===== config.mk =====
export PLATFORM = sky130hd
export DESIGN_NAME = vector_list_reader
export DESIGN_NICKNAME = d
export VERILOG_FILES = /design/src/rtl/vector_pkg.sv /design/src/rtl/vector_list_reader.sv
export SDC_FILE = /design/constraint.sdc
export NUM_CORES = 1
export LEC_CHECK = 0
export CORE_MARGIN = 2
export CORE_UTILIZATION = 52
export DETAILED_ROUTE_END_ITERATION = 8
export GPL_TIMING_DRIVEN = 0
export PLACE_DENSITY_LB_ADDON = 0.1
export SYNTH_ARGS = -nofsm -noshare
export SYNTH_HDL_FRONTEND = slang
export SYNTH_SLANG_ARGS = --single-unit

===== constraint.sdc =====
create_clock -name clk -period 4.1 [get_ports clk]
set_clock_uncertainty 0.2 [all_clocks]
set_input_delay 0.82 -clock clk [delete_from_list [all_inputs] [get_ports clk]]
set_output_delay 0.82 -clock clk [all_outputs]
set_load 0.005 [all_outputs]

===== src/rtl/vector_pkg.sv =====
// Display-list record format shared by the list writer and the list reader.
package vector_pkg;

    localparam int VEC_OUT_W = 8;

    typedef enum logic [1:0] {
        DEC_SKIP = 2'b00,
        DEC_MOVE = 2'b01,
        DEC_LINE = 2'b10,
        DEC_END  = 2'b11
    } vec_dec_e;

    typedef struct packed {
        logic [VEC_OUT_W-1:0] x;
        logic [VEC_OUT_W-1:0] y;
        logic                 line;
        logic                 pos;
    } vec_rec_t;

    localparam vec_rec_t REC_END = '{x: '0, y: '0, line: 1'b1, pos: 1'b1};

    function automatic vec_dec_e vec_decode(input logic [1:0] line_pos);
        return vec_dec_e'(line_pos);
    endfunction

endpackage


===== src/rtl/vector_list_reader.sv =====
// Walks the vector display list in RAM from address 0 and hands each line record
// to the line drawer over valid/ready; pulses frame_done on the terminator.
module vector_list_reader
    import vector_pkg::*;
#(
    parameter int OUT_WIDTH  = 8,
    parameter int ADR_WIDTH  = 16,
    parameter int DATAWIDTH  = 18,
    parameter int RD_LATENCY = 1
) (
    input  logic                 clk,
    input  logic                 rst,
    input  logic                 draw_frame,
    output logic                 frame_done,
    output logic [ADR_WIDTH-1:0] adrREAD,
    input  logic [DATAWIDTH-1:0] dataREAD,
    output logic [OUT_WIDTH-1:0] x0,
    output logic [OUT_WIDTH-1:0] y0,
    output logic [OUT_WIDTH-1:0] x1,
    output logic [OUT_WIDTH-1:0] y1,
    output logic                 line_valid,
    input  logic                 line_ready,
    output logic                 overrun,
    output logic [2:0]           state_debug
);

    typedef enum logic [2:0] {
        S_IDLE    = 3'd0,
        S_FETCH   = 3'd1,
        S_WAIT_RD = 3'd2,
        S_DECODE  = 3'd3,
        S_ISSUE   = 3'd4,
        S_REARM   = 3'd5
    } state_e;

    localparam logic [ADR_WIDTH-1:0] ADR_LAST = '1;
    localparam logic [ADR_WIDTH-1:0] ADR_ONE  = {{(ADR_WIDTH-1){1'b0}}, 1'b1};

    state_e               state, state_nxt;
    logic [1:0]           lat_cnt;
    logic [DATAWIDTH-1:0] rec;
    logic [OUT_WIDTH-1:0] cx, cy;
    logic [OUT_WIDTH-1:0] rec_x, rec_y;
    logic                 at_last;
    vec_dec_e             dec;

    assign rec_x       = rec[DATAWIDTH-1 -: OUT_WIDTH];
    assign rec_y       = rec[2 +: OUT_WIDTH];
    assign dec         = vec_decode(rec[1:0]);
    assign at_last     = (adrREAD == ADR_LAST);
    assign state_debug = state;

    always_ff @(posedge clk or posedge rst) begin
        if (rst) state <= S_IDLE;
        else     state <= state_nxt;
    end

    always_comb begin
        state_nxt = state;
        case (state)
            S_IDLE:    if (draw_frame) state_nxt = S_FETCH;
            S_FETCH:   state_nxt = S_WAIT_RD;
            S_WAIT_RD: if (lat_cnt == 2'd1) state_nxt = S_DECODE;
            S_DECODE: begin
                case (dec)
                    DEC_END:  state_nxt = S_REARM;
                    DEC_LINE: state_nxt = S_ISSUE;
                    default:  state_nxt = at_last ? S_REARM : S_FETCH;
                endcase
            end
            S_ISSUE:   if (line_ready) state_nxt = at_last ? S_REARM : S_FETCH;
            // Writer keeps draw_frame high one cycle past frame_done; wait it out.
            S_REARM:   if (!draw_frame) state_nxt = S_IDLE;
            default:   state_nxt = S_IDLE;
        endcase
    end

    always_ff @(posedge clk or posedge rst) begin
        if (rst) begin
            adrREAD    <= '0;
            x0         <= '0;
            y0         <= '0;
            x1         <= '0;
            y1         <= '0;
            line_valid <= 1'b0;
            frame_done <= 1'b0;
            overrun    <= 1'b0;
            cx         <= '0;
            cy         <= '0;
            lat_cnt    <= '0;
            rec        <= '0;
        end else begin
            frame_done <= 1'b0;
            case (state)
                S_IDLE: begin
                    if (draw_frame) begin
                        adrREAD <= '0;
                        cx      <= '0;
                        cy      <= '0;
                        overrun <= 1'b0;
                    end
                end
                S_FETCH: lat_cnt <= 2'(RD_LATENCY);
                S_WAIT_RD: begin
                    lat_cnt <= lat_cnt - 2'd1;
                    if (lat_cnt == 2'd1) rec <= dataREAD;
                end
                S_DECODE: begin
                    case (dec)
                        DEC_END: frame_done <= 1'b1;
                        DEC_LINE: begin
                            x0         <= cx;
                            y0         <= cy;
                            x1         <= rec_x;
                            y1         <= rec_y;
                            line_valid <= 1'b1;
                        end
                        default: begin
                            if (dec == DEC_MOVE) begin
                                cx <= rec_x;
                                cy <= rec_y;
                            end
                            // Last address without a terminator: end the frame, never wrap.
                            if (at_last) begin
                                overrun    <= 1'b1;
                                frame_done <= 1'b1;
                            end else begin
                                adrREAD <= adrREAD + ADR_ONE;
                            end
                        end
                    endcase
                end
                S_ISSUE: begin
                    if (line_ready) begin
                        line_valid <= 1'b0;
                        cx         <= x1;
                        cy         <= y1;
                        if (at_last) begin
                            overrun    <= 1'b1;
                            frame_done <= 1'b1;
                        end else begin
                            adrREAD <= adrREAD + ADR_ONE;
                        end
                    end
                end
                default: ;
            endcase
        end
    end

endmodule


**Yosys cells after proc, flatten, opt, wreduce, memory -nomap -nowiden**

Cells that the tools add are included.
Widths: inputs -> output; s select.

- Add/sub/neg operators: 2
- Eq/ne operators: 17
- Muxes and demuxes: 34
- Reductions and logical operators: 11

Operators with widths:

| cell | count |
|---|---|
| $mux 16 | 4 |
| $mux 8 | 7 |
| $pmux 16 s3 | 1 |
| $pmux 8 s3 | 2 |
| $pmux 3 s6 | 1 |
| $add 16x1->16 const B | 1 |
| $eq 16x16->1 const B | 1 |
| $mux 3 | 5 |
| $ne 2x2->1 const B | 7 |
| $mux 1 | 8 |
| $reduce_and 4->1 | 2 |
| $eq 3x2->1 const B | 2 |
| $eq 3x3->1 const B | 2 |
| $pmux 1 s2 | 3 |
| $pmux 3 s2 | 1 |
| $reduce_and 5->1 | 1 |
| $eq 2x1->1 const B | 2 |
| $eq 2x2->1 const B | 2 |
| $pmux 2 s2 | 1 |
| $reduce_and 2->1 | 2 |
| $reduce_bool 2->1 | 2 |
| $eq 3x1->1 const B | 1 |
| $logic_not 3->1 | 1 |
| $pmux 1 s3 | 1 |
| other kinds (4) | 4 |

- Register bits: 90
- Input bits: 22
- Output and inout bits: 54

**Logic depth before layout (Yosys ltp)**

- Depth after elaboration: 4
- Depth in mapped cells: 8
- Gate-level depth less buffers: 6

**Worst setup path before layout**

OpenSTA, ideal clock, no wires.

- Path type: input to register
- Start: input port line_ready
- End: register cy[0]
- Library setup time: 125 ps
- Arrival time: 1917 ps
- Slack: 1858 ps
- Cell stages on the path: 6
- Path buffers: 2
- Cell sequence: mux2i_1 o32a_1 buf_2 a211oi_4 buf_4 a21oi_1

- Word-level cells in the longest chain between the ends: 2

RTL lines:

| element | RTL line | text |
|---|---|---|
| from (decl) | vector_list_reader.sv:22 | `input logic line_ready,` |
| $ne 2x2->1 (no line) | -- |  |
| $reduce_and 5->1 (no line) | -- |  |
| to (signal assigned) | vector_list_reader.sv:121 | `cy <= rec_y;` |
| to (signal assigned) | vector_list_reader.sv:137 | `cy <= y1;` |
| to (decl) | vector_list_reader.sv:42 | `logic [OUT_WIDTH-1:0] cx, cy;` |

No other way between the ends.
A chain may end at the register's enable or synchronous reset.

**Final worst setup path**

- Start: input port line_ready
- End: register cx[1]

- Word-level cells in the longest chain between the ends: 2

RTL lines:

| element | RTL line | text |
|---|---|---|
| $ne 2x2->1 (no line) | -- |  |
| $reduce_and 5->1 (no line) | -- |  |
| to (signal assigned) | vector_list_reader.sv:120 | `cx <= rec_x;` |
| to (decl) | vector_list_reader.sv:42 |  |

No other way between the ends.

==> results by group <==
Outcome
  • Status: finished clean

Synth
  • Ys async rst share: 100%
  • Synth Register Bits: 90
  • Net count after synthesis: 368
  • Most repeated cell in the gate-level netlist after synthesis: sky130_fd_sc_hd__dfrtp_1
  • Portion of synthesized cell area occupied by the leading cell type: between 50% and 60%
  • Count of cell types in the netlist: 52
  • Gate Count Post-Synth: 344
  • Mapped Avg Cell Area: between 10 and 15 sq um
  • Post-synth EDFFs: 0
  • Total number of yosys warnings: 0
  • Commonest register cell after synthesis: sky130_fd_sc_hd__dfrtp_1
  • Cell accounting for the most synthesized area: sky130_fd_sc_hd__dfrtp_1
  • Part of the Yosys area used for sequential elements: 55.7%
  • Most common library cells after synthesis: 90 x sky130_fd_sc_hd__dfrtp_1, 49 x sky130_fd_sc_hd__mux2_2, 36 x sky130_fd_sc_hd__nor2_1, 22 x sky130_fd_sc_hd__a21oi_1, 17 x sky130_fd_sc_hd__nand2_1
  • Syn Std Cell Area: slightly above 4000 sq um
  • Top post-synthesis cells by area: sky130_fd_sc_hd__dfrtp_1 56%, sky130_fd_sc_hd__mux2_2 14%, sky130_fd_sc_hd__nor2_1 3.3%, sky130_fd_sc_hd__a22oi_1 3.0%, sky130_fd_sc_hd__a21oi_1 2.7%

Die
  • Placeable core region: about 7600 sq um
  • Die Y-Extent: 92.2 um
  • Die extent in x: slightly above 90 um
  • Starting utilization of the core area: between 50% and 60%
  • Num rows: 32
  • IO Count: 76
  • Total die area: about 8500 sq um

Critical path
  • Critical path class: primary input to flop
  • Largest incremental delay on the critical path: 0.54 ns
  • Cell type group with the largest total delay on the critical path: buffers and inverters
  • Critical register-to-register path startpoint: state_debug[1]$_DFFE_PP0P_
  • WP data required: 4.17 ns
  • Cell at the slowest stage of the critical path: sky130_fd_sc_hd__clkdlybuf4s50_1
  • Crit. path cell count: 8
  • Critical path launch point type: primary input
  • Worst setup startpoint: line_ready
  • Cells traversed along the worst timing path: clkdlybuf4s50_1 -> mux2i_1 -> o32a_1 -> buf_2 -> a211oi_4 -> buf_4 -> nor2_1 -> a21oi_2
  • Path depth of the worst reg2reg path: 5
  • Crit path buffers/inverters: 3
  • Top fanout value on the critical path: 10
  • Element type at the critical path end: flop
  • Data arrival, critical path: about 2.8 ns

Clock tree
  • Setup Buffers After CTS: 0
  • Hold_buf cts: 0
  • Num CTS Buffers: 9
  • Clock network latency to the later pin of the worst-skew pair: between 0.3 and 0.4 ns
  • CTS tree: built
  • Clock transition at the registers of the reported paths: 0.09 ns
  • Resize count post-CTS: 0
  • Clock Path Buffers: 2
  • Number of H-tree levels: 3
  • Number of sinks handled by clock tree synthesis: 90
  • CTS Root Cell: sky130_fd_sc_hd__clkbuf_8

Drt
  • Via count: approximately 3000
  • Final ANT Viol Nets: 0
  • Routed WL per cell: about 16 um
  • Router iterations before antenna repair: 5
  • DRC viols: 0
  • Detailed Route Iter0 Violations: 132
  • Vias per cell: 5.67
  • Total routed wirelength: between 8 and 9 mm

STA
  • Tightest Pin Transition: approximately 0.86 ns
  • Final critical-path required period: ~2.7 ns
  • Final count of pins violating max slew: 0
  • Hold Fails Final Rpt: 0
  • Part of the cycle the worst path needs: about 66%
  • Worst Slack Setup Final: about 1.4 ns
  • Maximum clock frequency: about 0.37 GHz
  • Count of endpoints failing setup in the final report: 0
  • Worst Hold Margin: about 0.31 ns
  • Setup repair after global routing missed its margin: false
  • Max-slew headroom at the worst pin: between 40% and 50%

Power
  • Worst IR drop on VDD: ~0.48 mV
  • Leak pwr: ~0.0021 uW
  • PD cells: ~730 nW/um^2

Global routing
  • Number of antenna violations at the first check in global routing: 0
  • Gr usage total: about 22%
  • Maximum number of pins on one net before global-route repair: 74
  • Vias in the first global route: 3012
  • Global-route wire length before repair: between 10 and 15 mm
  • GRT Residual Overflow: 0

Run
  • Max-cap viol count: 0

Finish
  • Layout Area Growth over Synthesis: 27.2%
  • Final core area utilization: roughly 67%
  • Proportion of layout cells with a drive suffix above 1: a little under a quarter
  • Final-layout fill cell count: 596
  • Antenna cells: 0
  • Number of nets in the finished design: 455

Place
  • Count of input and output buffers: 75
  • HPWL after DPL: 6.04 mm
  • Placer congestion estimate: between 0.8 and 0.9
  • Dpl ws: roughly 1.0 ns

Min path
  • Class of the tightest hold or removal check: flop to flop
  • Hold wc startpoint: cy[7]$_DFFE_PP0P_
  • Cell depth of the worst hold path: 1
[cell usage in the layout (no fill, tap or decap), types with 2 or more instances in the layout]
master                             n
sky130_fd_sc_hd__a22oi_1          16
sky130_fd_sc_hd__mux2_2           49
sky130_fd_sc_hd__buf_2             9
sky130_fd_sc_hd__and4_1            2
sky130_fd_sc_hd__clkinv_2          3
sky130_fd_sc_hd__nor3_2            2
sky130_fd_sc_hd__o21ai_0          13
sky130_fd_sc_hd__o22ai_1           3
sky130_fd_sc_hd__a31o_2            2
sky130_fd_sc_hd__buf_4             3
sky130_fd_sc_hd__nor3_1            4
sky130_fd_sc_hd__clkbuf_1          5
sky130_fd_sc_hd__inv_1             4
sky130_fd_sc_hd__nand4_1           3
sky130_fd_sc_hd__ha_1              2
sky130_fd_sc_hd__clkdlybuf4s50_1  75
sky130_fd_sc_hd__a21oi_2          10
sky130_fd_sc_hd__nor2_1           36
sky130_fd_sc_hd__clkbuf_8          9
sky130_fd_sc_hd__o311ai_0          2
sky130_fd_sc_hd__and3_1            3
sky130_fd_sc_hd__nand3_1           9
sky130_fd_sc_hd__dfrtp_1          90
sky130_fd_sc_hd__or3_1             4
sky130_fd_sc_hd__clkinvlp_4        2
sky130_fd_sc_hd__mux2i_1           2
sky130_fd_sc_hd__a32o_1            2
sky130_fd_sc_hd__nand2_1          17
sky130_fd_sc_hd__a22o_1            3
sky130_fd_sc_hd__a21oi_1          22
[kinds of logic (layout without fill, tap and decap cells)]
family,Yosys count,in the layout,synth area share [%]
and+or+nand+nor,92,92,11.6
DFF,90,90,55.7
AOI/OAI and AO/OA,84,84,14.7
muxes,51,51,14.1
buffers and inverters,24,116,2.97
adders and majority gates,2,2,0.619
xor gates and xnor gates,1,1,0.217
[layer usage]
metal	routed length (um)	track usage, %	share of wire, %
met5	0	0	0
met4	90	6.97	1.0
met3	468	5.67	5.4
met2	4320	36.3	50
met1	3840	28.4	44
[registers in the layout (all words and copies together), names as in the netlist]
signal	count
cx	8
frame_done	1
x1	8
lat_cnt	2
line_valid	1
x0	8
state_debug	3
adrREAD	16
overrun	1
y0	8
rec	18
y1	8
cy	8
[final cells by class]
type	count	area (sq um)	area share [%]
Sequential cell	90	2250	43.8
Multi-Input combinational cell	230	1670	32.5
Timing Repair Buffer	76	778	15.1
Tap cell	102	128	2.48
Clock buffer	9	124	2.41
Buffer	19	101	1.97
Clock inverter	7	68.8	1.34
Inverter	5	21.3	0.414
[stage by stage]
step | cell area [sq um] | total power [uW] | std cells | setup TNS (ns)
floorplan | 4040 | 2490 | 344 | 0
global placement | 4920 | 3110 | 521 | -52.55
detailed placement | 4950 | 3160 | 522 | 0
CTS | 5140 | 3770 | 538 | 0
global route | 5140 | 3990 | 538 | 0
finish | 5140 | 3740 | 538 | 0
[where the power goes]
part / switching [uW] / total, uW / internal [uW]
Sequential: 259 / 1520 / 1260
Clock: 319 / 600 / 281
Combinational: 729 / 1610 / 883
Total: 1310 / 3740 / 2430
[final timing paths]
kind	slack [ns]	end
setup reg to reg	1.55	rec[10]$_DFFE_PP0P_
setup / recovery	1.39	cx[1]$_DFFE_PP0P_
hold / removal	0.31	y0[7]$_DFFE_PP0P_
min in group asynchronous	0.55	y0[4]$_DFFE_PP0P_
hold reg to reg	0.31	y0[7]$_DFFE_PP0P_
max in group asynchronous	2.53	x0[7]$_DFFE_PP0P_
No activity file was read; power rests on OpenSTA's default activity.
